==> src/rtl/psm_pkg.sv <==
// rtl/psm_pkg.sv - shared state type, default sizes and clamp helper for the PSM phase generator
package psm_pkg;

    localparam int DEF_CNT_BITS   = 12;
    localparam int DEF_DT_BITS    = 7;
    localparam int DEF_PERIOD_MIN = 8;

    typedef enum logic [0:0] {
        PSM_IDLE = 1'b0,
        PSM_RUN  = 1'b1
    } psm_state_e;

    // Largest phase magnitude that keeps the secondary edge strictly inside a half period (H-1).
    function automatic int unsigned clamp_limit(input int unsigned period);
        return (period >> 1) - 1;
    endfunction

endpackage

==> src/rtl/psm_phase_cfg.sv <==
// rtl/psm_phase_cfg.sv - shadow configuration: period rounding, range check, phase clamp, pending/error flags
module psm_phase_cfg
    import psm_pkg::*;
#(
    parameter int CNT_BITS   = DEF_CNT_BITS,
    parameter int DT_BITS    = DEF_DT_BITS,
    parameter int PERIOD_MIN = DEF_PERIOD_MIN
) (
    input  logic                       CLK,
    input  logic                       RST,
    input  logic                       load,
    input  logic                       apply,
    input  logic [CNT_BITS-1:0]        period,
    input  logic [CNT_BITS-1:0]        phase,
    input  logic [DT_BITS-1:0]         dt,
    output logic [CNT_BITS-1:0]        cfg_period,
    output logic signed [CNT_BITS:0]   cfg_phase,
    output logic [DT_BITS-1:0]         cfg_dt,
    output logic                       cfg_valid,
    output logic                       pend,
    output logic                       err
);

    logic [CNT_BITS-1:0]      per_even;
    logic                     per_ok;
    logic signed [CNT_BITS:0] ph_ext;
    logic signed [CNT_BITS:0] lim;
    logic signed [CNT_BITS:0] ph_clamped;

    // Round the period down to even, range-check it and clamp the sign-extended phase to +/-(H-1).
    always_comb begin
        per_even   = period & ~CNT_BITS'(1);
        per_ok     = per_even >= CNT_BITS'(PERIOD_MIN);
        lim        = $signed((CNT_BITS+1)'(clamp_limit(32'(per_even))));
        ph_ext     = $signed({phase[CNT_BITS-1], phase});
        ph_clamped = ph_ext;
        if (ph_ext > lim) begin
            ph_clamped = lim;
        end else if (ph_ext < -lim) begin
            ph_clamped = -lim;
        end
    end

    // Shadow capture; an apply in the same cycle as a good load consumes the old shadow, the new one stays pending.
    always_ff @(posedge CLK) begin
        if (RST) begin
            cfg_period <= '0;
            cfg_phase  <= '0;
            cfg_dt     <= '0;
            cfg_valid  <= 1'b0;
            pend       <= 1'b0;
            err        <= 1'b0;
        end else begin
            err <= load && !per_ok;
            if (apply) begin
                pend <= 1'b0;
            end
            if (load && per_ok) begin
                cfg_period <= per_even;
                cfg_phase  <= ph_clamped;
                cfg_dt     <= dt;
                cfg_valid  <= 1'b1;
                pend       <= 1'b1;
            end
        end
    end

endmodule

==> src/rtl/psm_phase_gen.sv <==
// rtl/psm_phase_gen.sv - phase-shift modulation carrier generator with double-buffered configuration
module psm_phase_gen
    import psm_pkg::*;
#(
    parameter int CNT_BITS   = DEF_CNT_BITS,
    parameter int DT_BITS    = DEF_DT_BITS,
    parameter int PERIOD_MIN = DEF_PERIOD_MIN
) (
    input  logic                CLK,
    input  logic                RST,
    input  logic                iEN,
    input  logic                iLOAD,
    input  logic [CNT_BITS-1:0] iPERIOD,
    input  logic [CNT_BITS-1:0] iPHASE,
    input  logic [DT_BITS-1:0]  iDT,
    output logic                oPSM_P,
    output logic                oPSM_S,
    output logic [DT_BITS-1:0]  oDT,
    output logic                oSYNC,
    output logic                oPEND,
    output logic                oERR
);

    localparam logic [0:0]            S_IDLE = PSM_IDLE;
    localparam logic [0:0]            S_RUN  = PSM_RUN;
    localparam logic [CNT_BITS-1:0]   ONE    = CNT_BITS'(1);
    localparam logic [CNT_BITS:0]     ONE_S  = (CNT_BITS+1)'(1);

    logic [0:0]               state;
    logic [CNT_BITS-1:0]      cnt;
    logic [CNT_BITS:0]        cnt_s;
    logic [CNT_BITS-1:0]      act_p;
    logic signed [CNT_BITS:0] act_phi;

    logic [CNT_BITS-1:0]      cfg_period;
    logic signed [CNT_BITS:0] cfg_phase;
    logic [DT_BITS-1:0]       cfg_dt;
    logic                     cfg_valid;
    logic                     pend;
    logic                     err;

    logic                     is_run;
    logic                     wrap;
    logic                     start;
    logic                     apply;
    logic [CNT_BITS-1:0]      half;
    logic [CNT_BITS:0]        last_s;
    logic [CNT_BITS-1:0]      nxt_p;
    logic signed [CNT_BITS:0] nxt_phi;
    logic signed [CNT_BITS:0] cnt_s_init;

    psm_phase_cfg #(
        .CNT_BITS   (CNT_BITS),
        .DT_BITS    (DT_BITS),
        .PERIOD_MIN (PERIOD_MIN)
    ) u_cfg (
        .CLK        (CLK),
        .RST        (RST),
        .load       (iLOAD),
        .apply      (apply),
        .period     (iPERIOD),
        .phase      (iPHASE),
        .dt         (iDT),
        .cfg_period (cfg_period),
        .cfg_phase  (cfg_phase),
        .cfg_dt     (cfg_dt),
        .cfg_valid  (cfg_valid),
        .pend       (pend),
        .err        (err)
    );

    assign oPEND = pend;
    assign oERR  = err;

    // Period boundary detection, apply decision and the (-phi mod P) start value of the secondary counter.
    always_comb begin
        is_run     = state == S_RUN;
        wrap       = is_run && (cnt == act_p - ONE);
        start      = !is_run && iEN && cfg_valid;
        apply      = start || (wrap && iEN && pend);
        half       = act_p >> 1;
        last_s     = {1'b0, act_p - ONE};
        nxt_p      = apply ? cfg_period : act_p;
        nxt_phi    = apply ? cfg_phase : act_phi;
        cnt_s_init = -nxt_phi;
        if (cnt_s_init < 0) begin
            cnt_s_init = cnt_s_init + $signed({1'b0, nxt_p});
        end
    end

    // Counters, IDLE/RUN sequencing, active configuration and registered waveforms.
    always_ff @(posedge CLK) begin
        if (RST) begin
            state   <= S_IDLE;
            cnt     <= '0;
            cnt_s   <= '0;
            act_p   <= '0;
            act_phi <= '0;
            oDT     <= '1;
            oPSM_P  <= 1'b0;
            oPSM_S  <= 1'b0;
            oSYNC   <= 1'b0;
        end else begin
            oPSM_P <= is_run && (cnt < half);
            oPSM_S <= is_run && (cnt_s < {1'b0, half});
            oSYNC  <= is_run && (cnt == '0);
            if (apply) begin
                act_p   <= cfg_period;
                act_phi <= cfg_phase;
                oDT     <= cfg_dt;
            end
            if (!is_run) begin
                cnt   <= '0;
                cnt_s <= '0;
                if (start) begin
                    state <= S_RUN;
                    cnt_s <= cnt_s_init;
                end
            end else if (wrap) begin
                cnt <= '0;
                if (!iEN) begin
                    state <= S_IDLE;
                    cnt_s <= '0;
                end else begin
                    cnt_s <= cnt_s_init;
                end
            end else begin
                cnt   <= cnt + ONE;
                cnt_s <= (cnt_s == last_s) ? '0 : cnt_s + ONE_S;
            end
        end
    end

endmodule

==> config.mk <==
export PLATFORM = sky130hd
export DESIGN_NAME = psm_phase_gen
export DESIGN_NICKNAME = d
export VERILOG_FILES = /design/src/rtl/psm_pkg.sv /design/src/rtl/psm_phase_cfg.sv /design/src/rtl/psm_phase_gen.sv
export SDC_FILE = /design/constraint.sdc
export NUM_CORES = 1
export LEC_CHECK = 0
export CORE_ASPECT_RATIO = 1.75
export CORE_MARGIN = 5
export CORE_UTILIZATION = 30
export CTS_CLUSTER_DIAMETER = 120
export DETAILED_ROUTE_END_ITERATION = 7
export GPL_TIMING_DRIVEN = 0
export SYNTH_ARGS = -nofsm -noshare
export SYNTH_HDL_FRONTEND = slang
export SYNTH_SLANG_ARGS = --single-unit
==> constraint.sdc <==
create_clock -name CLK -period 10.3 [get_ports CLK]
set_clock_uncertainty 0.2 [all_clocks]
set_input_delay 2.575 -clock CLK [delete_from_list [all_inputs] [get_ports CLK]]
set_output_delay 2.575 -clock CLK [all_outputs]
set_load 0.005 [all_outputs]
# [Word level (Yosys, flattened, before mapping)]
# Cells that the tools add are included.
[totals] register_bits=95 latchBits=0 ram_bits=0 rom_bits=0 wordCells=63 memories=0
[classes] n_addsub=7 mul=0 div_mod_pow=0 n_lt_le_gt_ge=6 eq_ne=2 shift=0 n_mux=16 n_bitwise=1 reduce_logical=16
[ops] operator="$mux W13" n=9
[ops] operator="$add A13 B1 Y13 const B" n=1
[ops] operator="$add A13 B13 Y13" n=1
[ops] operator="$eq A13 B12 Y1" n=1
[ops] operator="$lt A12 B13 Y1" n=1
[ops] operator="$lt A13 B1 Y1 const B" n=1
[ops] operator="$lt A13 B11 Y1" n=1
[ops] operator="$neg A12 Y13" n=1
[ops] operator="$neg A13 Y13" n=1
[ops] operator="$add A12 B1 Y12 const B" n=1
[ops] operator="$eq A12 B12 Y1" n=1
[ops] operator="$ge A12 B4 Y1 const B" n=1
[ops] operator="$gt A12 B12 Y1" n=1
[ops] operator="$logic_not A12 Y1" n=1
[ops] operator="$lt A12 B11 Y1" n=1
[ops] operator="$mux W12" n=1
[ops] operator="$sub A11 B1 Y12 const B" n=1
[ops] operator="$sub A12 B1 Y12 const B" n=1
[ops] operator="$logic_and A1 B1 Y1" n=10
[ops] operator="$mux W1" n=6
[ops] operator="$reduce_or A3 Y1" n=1
[ops] operator="$logic_not A1 Y1" n=2
[ops] operator="$reduce_bool A2 Y1" n=1
[ops] operator="$logic_or A1 B1 Y1" n=1
[ops] operator="$not A1 Y1" n=1

# [Depth between registers and ports, before layout]
# Gate-level depths: netlist of run 1.
[depth] word_depth=13 depth_mapped=26 ltp_nobuf=23

# [By module]
# A second synthesis of run 1 with hierarchy kept.
[unflattened] hier_cells=900 hier_area_um2=7245.7
[modules_own_cells] module="psm_phase_gen" n_inst=1 cells_per_inst=567 area_each_um2=4662.0 seq_area_each_um2=1221.2
[modules_own_cells] module="psm_phase_cfg" n_inst=1 cells_per_inst=333 area_each_um2=2583.7 seq_area_each_um2=680.7

# [Worst setup path after synthesis of run 1]
# No wires, ideal clock.
[synth_path] kind="input -> register" startpoint="input port iPERIOD[1]" endpoint="register u_cfg.cfg_phase[10]" setup_time_ps=132 t_arrival_ps=6507 required_ps=9968 setup_slack_ps=3461 path_stages=18 path_cell_list="clkbuf_1 > inv_1 > ha_1 > xnor2_1 > nand3_1 > nor3_1 > and3_1 > nand3_1 > o31ai_1 > ha_1 > a41o_1 > a21oi_1 > a31o_2 > clkbuf_1 > clkbuf_1 > a21oi_1 > o221ai_1 > a21oi_1"
[synth_via] elab_chain_len=5 word_cells_on_any_way=8 cone_classes="add/sub: 2; order compare: 3; mux: 2; reduce/logical: 1"
[synth_lines] item="from (decl)" line_no="psm_phase_gen.sv:13" source="input logic [CNT_BITS-1:0] iPERIOD,"
[synth_lines] item="$sub A11 B1 Y12" line_no="psm_pkg.sv:15" source="return (period >> 1) - 1;"
[synth_lines] item="$neg A12 Y13" line_no="psm_phase_cfg.sv:39, psm_phase_cfg.sv:40"
[synth_lines] item="$lt A12 B13 Y1" line_no="psm_phase_cfg.sv:39" source="end else if (ph_ext < -lim) begin"
[synth_lines] item="$mux W13" line_no="psm_phase_cfg.sv:39"
[synth_lines] item="$mux W13" line_no="psm_phase_cfg.sv:37" source="if (ph_ext > lim) begin"
[synth_lines] item="to (signal assigned)" line_no="psm_phase_cfg.sv:60" source="cfg_phase <= ph_clamped;"
[synth_lines] item="to (decl)" line_no="psm_phase_cfg.sv:17" source="output logic signed [CNT_BITS:0] cfg_phase,"
# Parallel ways exist; a longest one is shown, timed or not.
# A chain may end at the register's enable or synchronous reset.

# [Final worst setup path of run 1]
[layout_path] startpoint="input port iPERIOD[1]" endpoint="register u_cfg.cfg_phase[5]"
# Same word-level chain as after synthesis.

==> results of run 1 <==
cells in the mapped netlist (8+ instances only):
library cell and count:
sky130_fd_sc_hd__dfxtp_1 95, sky130_fd_sc_hd__nor2_1 85, sky130_fd_sc_hd__nand2_1 82, sky130_fd_sc_hd__ha_1 64, sky130_fd_sc_hd__xnor2_1 59, sky130_fd_sc_hd__a21oi_1 46
sky130_fd_sc_hd__inv_1 35, sky130_fd_sc_hd__clkbuf_1 32, sky130_fd_sc_hd__xor2_1 31, sky130_fd_sc_hd__nor2b_1 30, sky130_fd_sc_hd__o21ai_0 30, sky130_fd_sc_hd__nand3_1 26
sky130_fd_sc_hd__mux2i_1 20, sky130_fd_sc_hd__nor3_1 18, sky130_fd_sc_hd__nor4_1 15, sky130_fd_sc_hd__a21o_1 14, sky130_fd_sc_hd__and3_1 14, sky130_fd_sc_hd__a31oi_1 13
sky130_fd_sc_hd__a211o_1 10, sky130_fd_sc_hd__nand2b_1 10, sky130_fd_sc_hd__nor3b_1 9, sky130_fd_sc_hd__a221o_1 8
cell families (layout without fill, tap and decap cells):
family	Yosys count	count (layout)	share of synthesized area, %
simple gates	331	331	24.1
compound gates	181	181	17.6
flops	95	95	27.1
xor+xnor	93	93	12.2
buf+inv	75	133	4.18
fa+ha+maj	65	65	11.7
mux	22	22	3.20
metal layers:
layer	up-vias	part of all wire, %	track usage (%)
met5	-	0	0
met4	0	6.9	11.9
met3	83	3.0	2.04
met2	147	56	32.7
met1	3031	34	14.8
li1	3174	-	-
worst min-delay path by stage:
| stage | start | end |
|---|---|---|
| 2_1_floorplan | u_cfg.cfg_dt[0] | oDT[0] |
| 3_3_place_gp | u_cfg.cfg_dt[4] | oDT[4] |
| 3_5_place_dp | u_cfg.cfg_dt[0] | u_cfg.cfg_dt[0] |
| 4_1_cts | u_cfg.cfg_dt[0] | u_cfg.cfg_dt[0] |
| 5_1_grt | u_cfg.cfg_period[9] | u_cfg.cfg_period[9] |
| 6_report | u_cfg.cfg_dt[0] | u_cfg.cfg_dt[0] |
registers in the layout (all words and copies together) (netlist names):
signal / cells
act_phi: 13
oSYNC: 1
oPSM_P: 1
cnt_s: 13
u_cfg.pend: 1
u_cfg.cfg_valid: 1
u_cfg.cfg_phase: 13
act_p: 12
u_cfg.cfg_period: 11
oPSM_S: 1
oDT: 7
is_run: 1
u_cfg.cfg_dt: 7
u_cfg.err: 1
cnt: 12
layout make-up:
| class | instances | share of cell area, % |
|---|---|---|
| buffer | 40 | 2.00 |
| clock buffer | 9 | 2.77 |
| clock inverter | 6 | 0.937 |
| inverter | 35 | 1.61 |
| multi-input combinational | 692 | 59.4 |
| sequential | 95 | 23.4 |
| tap | 304 | 4.67 |
| timing repair buffer | 43 | 5.29 |
per-stage QoR:
stage	util, %	hold WS [ns]	area (µm²)	worst slack (ns)
after global routing	35.0	0.281	8140	1.71
after global placement	33.7	0.241	7840	1.80
after detailed placement	33.7	0.247	7840	1.79
after CTS	35.0	0.258	8140	2.16
after floorplan	-	0.235	7030	3.46
final	35.0	0.259	8140	2.03
tightest hold or removal path, delay by kind of cell (launching register included):
family	cells	cell delay, ns
flops	1	0.31
simple gates	1	0.05
compound gates	1	0.05
report_power, final:
part | total, µW | internal, µW | leakage [µW] | switching (µW)
sequential | 399 | 382 | 0.000774 | 16.7
combinational | 248 | 109 | 0.00228 | 140
clock | 353 | 192 | 0.000149 | 161
==> flow_summary.json, run 1 <==
{
  "fp.dieH_um": 213,
  "ys_async_sr_fraction_pct": 0,
  "cts_num_sinks": 95,
  "timing.reg2reg.setup_slack_ns": 2.87,
  "routabilityCongestion": 0.894,
  "worstPathCellList": "clkdlybuf4s50_1, clkbuf_1, inv_1, ha_1, xnor2_1, nand3_1, nor3_1, and3_1, nand3_1, o31ai_1, ha_1, a41o_1, a21oi_1, a31o_2, clkbuf_1, clkbuf_1, a21oi_1, o22ai_1, a22o_1",
  "layout_worst_path_cycle_share_pct": 80.3,
  "routed_via_density": 5.26,
  "layout.cells.most_common": "sky130_fd_sc_hd__dfxtp_1",
  "syn_nets": 962,
  "result_of_the_run": "finished, final reports clean",
  "criticalPathCategory": "input port to register",
  "via_count_of_the_first_global_routing_pass": 6573,
  "floorplan.initialDensity_pct": 30.3,
  "grt_antenna_before_repair": 0,
  "cell_pwr_density_mw_per_mm2": 123,
  "synth.yosys.warnings": 0,
  "ys_types": 73,
  "crit_path_launch_type": "input port",
  "worstReg2RegEnd": "cnt_s[11]",
  "dieArea_mm2": 0.0267,
  "io-pin-count": 47,
  "most-common-layout-cells": "sky130_fd_sc_hd__dfxtp_1, sky130_fd_sc_hd__nor2_1, sky130_fd_sc_hd__nand2_1",
  "h-tree-depth": 3,
  "cap_viol_max_count": 0,
  "seqCellArea_mm2": 0.00190,
  "cts_post_setup_buffers_inserted": 0,
  "endpoint": "u_cfg.cfg_phase[5]",
  "clock.fmax_mhz": 121,
  "totalNegativeSetupSlack_ns": 0,
  "cts_tree": "yes",
  "drc": 0,
  "max-clock-path-buffers": 2,
  "crit_path_max_fanout": 10,
  "cts-buffers-inserted": 9,
  "critical_path.slowest_cell": "sky130_fd_sc_hd__clkdlybuf4s50_1",
  "postSynthAreaPerCell_um2": 8.16,
  "grt_setup_unrepaired": "no",
  "cells_taking_the_most_area_after_synthesis": "sky130_fd_sc_hd__dfxtp_1, sky130_fd_sc_hd__ha_1, sky130_fd_sc_hd__xnor2_1, sky130_fd_sc_hd__nor2_1, sky130_fd_sc_hd__nand2_1",
  "synthesis.instances": 862,
  "drive_gt1_share_pct": 4.67,
  "top_area_cell_type_share_of_the_netlist_area_pct": 27.1,
  "dominantRegCellSynth": "sky130_fd_sc_hd__dfxtp_1",
  "dr.first_iter.drc_count": 286,
  "post-dp-hpwl_um": 18100,
  "yosys_register_bits": 95,
  "floorplan.rows": 74,
  "setup_viol_count_final": 0,
  "clkLatencyLatePin_ns": 0.36,
  "worstPathRequired_ns": 10.41,
  "path_buf_inv": 5,
  "worst_path_dominant_cell_family": "buffers and inverters",
  "synth_seq_area_share_pct": 27.1,
  "multi_input_area_mm2": 0.00483,
  "instance_count_along_the_most_critical_hold_path": 2,
  "width_of_the_die_um": 126,
  "antenna_violating_nets_post_route": 0,
  "postCtsResizedCells": 0,
  "route.detailed.wl_per_inst_um": 18.0,
  "detailroute.via_count": 6435,
  "finalCriticalPeriod_ns": 8.27,
  "final_nets": 1016,
  "reg2regPathDepth": 24,
  "yosys.area.top_type": "sky130_fd_sc_hd__dfxtp_1",
  "cts_root_buffer": "sky130_fd_sc_hd__clkbuf_16",
  "grt_start_max_net_pins": 18,
  "clk_pin_slew_ns": 0.07,
  "leakagePower_uw": 0.00321,
  "worstMarginPinSlew_ns": 0.766,
  "synthesis.area_mm2": 0.00703,
  "start_of_the_worst_register_to_register_path": "act_p[0]",
  "cts_hold_buf": 0,
  "antenna_cells_inserted": 0,
  "critPathMostFrequentCell": "sky130_fd_sc_hd__clkbuf_1",
  "instance_count_after_placement_with_tap_cells_included": 1209,
  "power.ir.vdd_worst_mv": 0.0848,
  "drt-total-wl_um": 22100,
  "grt_overflow": 0,
  "timing.hold.worst.class": "register to register",
  "grt_util_all_layers_pct": 16.4,
  "synth-edff-count": 0,
  "syn_to_final_growth_pct": 15.8,
  "slowest_delay_ns": 0.48,
  "timing.critical_path.depth": 19,
  "power_uw": 1000,
  "finalNonFillerCells": 1224,
  "finalHoldViolations": 0,
  "critical_path.startpoint": "iPERIOD[1]",
  "worst_setup_ep_type": "register",
  "portBuffers": 43,
  "fill_cells": 2409,
  "relSlewSlack_pct": 48.9,
  "placeableCoreArea_mm2": 0.0232,
  "cp_data_arrival_time_ns": 8.38,
  "grt_pass1_wl_um": 34400,
  "drt_pre_antenna_iters": 4,
  "report.final.slew_viol_count": 0
}
Note: power is estimated with default switching activity, not from simulation.
==> run 2: changes to the inputs <==
==> constraint.sdc (replaced) <==
create_clock -name CLK -period 8.4 [get_ports CLK]
set_clock_uncertainty 0.2 [all_clocks]
set_input_delay 2.1 -clock CLK [delete_from_list [all_inputs] [get_ports CLK]]
set_output_delay 2.1 -clock CLK [all_outputs]
set_load 0.005 [all_outputs]
==> results of run 2 <==
Same layout as run 1 (identical final DEF). Status: finished, final reports clean.
Among the figures that moved: setup slack after placement 1.79 ns -> 0.364 ns; setup slack after layout 2.03 ns -> 0.605 ns; register-to-register setup slack 2.87 ns -> 0.97 ns; total power 1000 µW -> 1230 µW; worst IR drop on VDD 0.0848 mV -> 0.104 mV
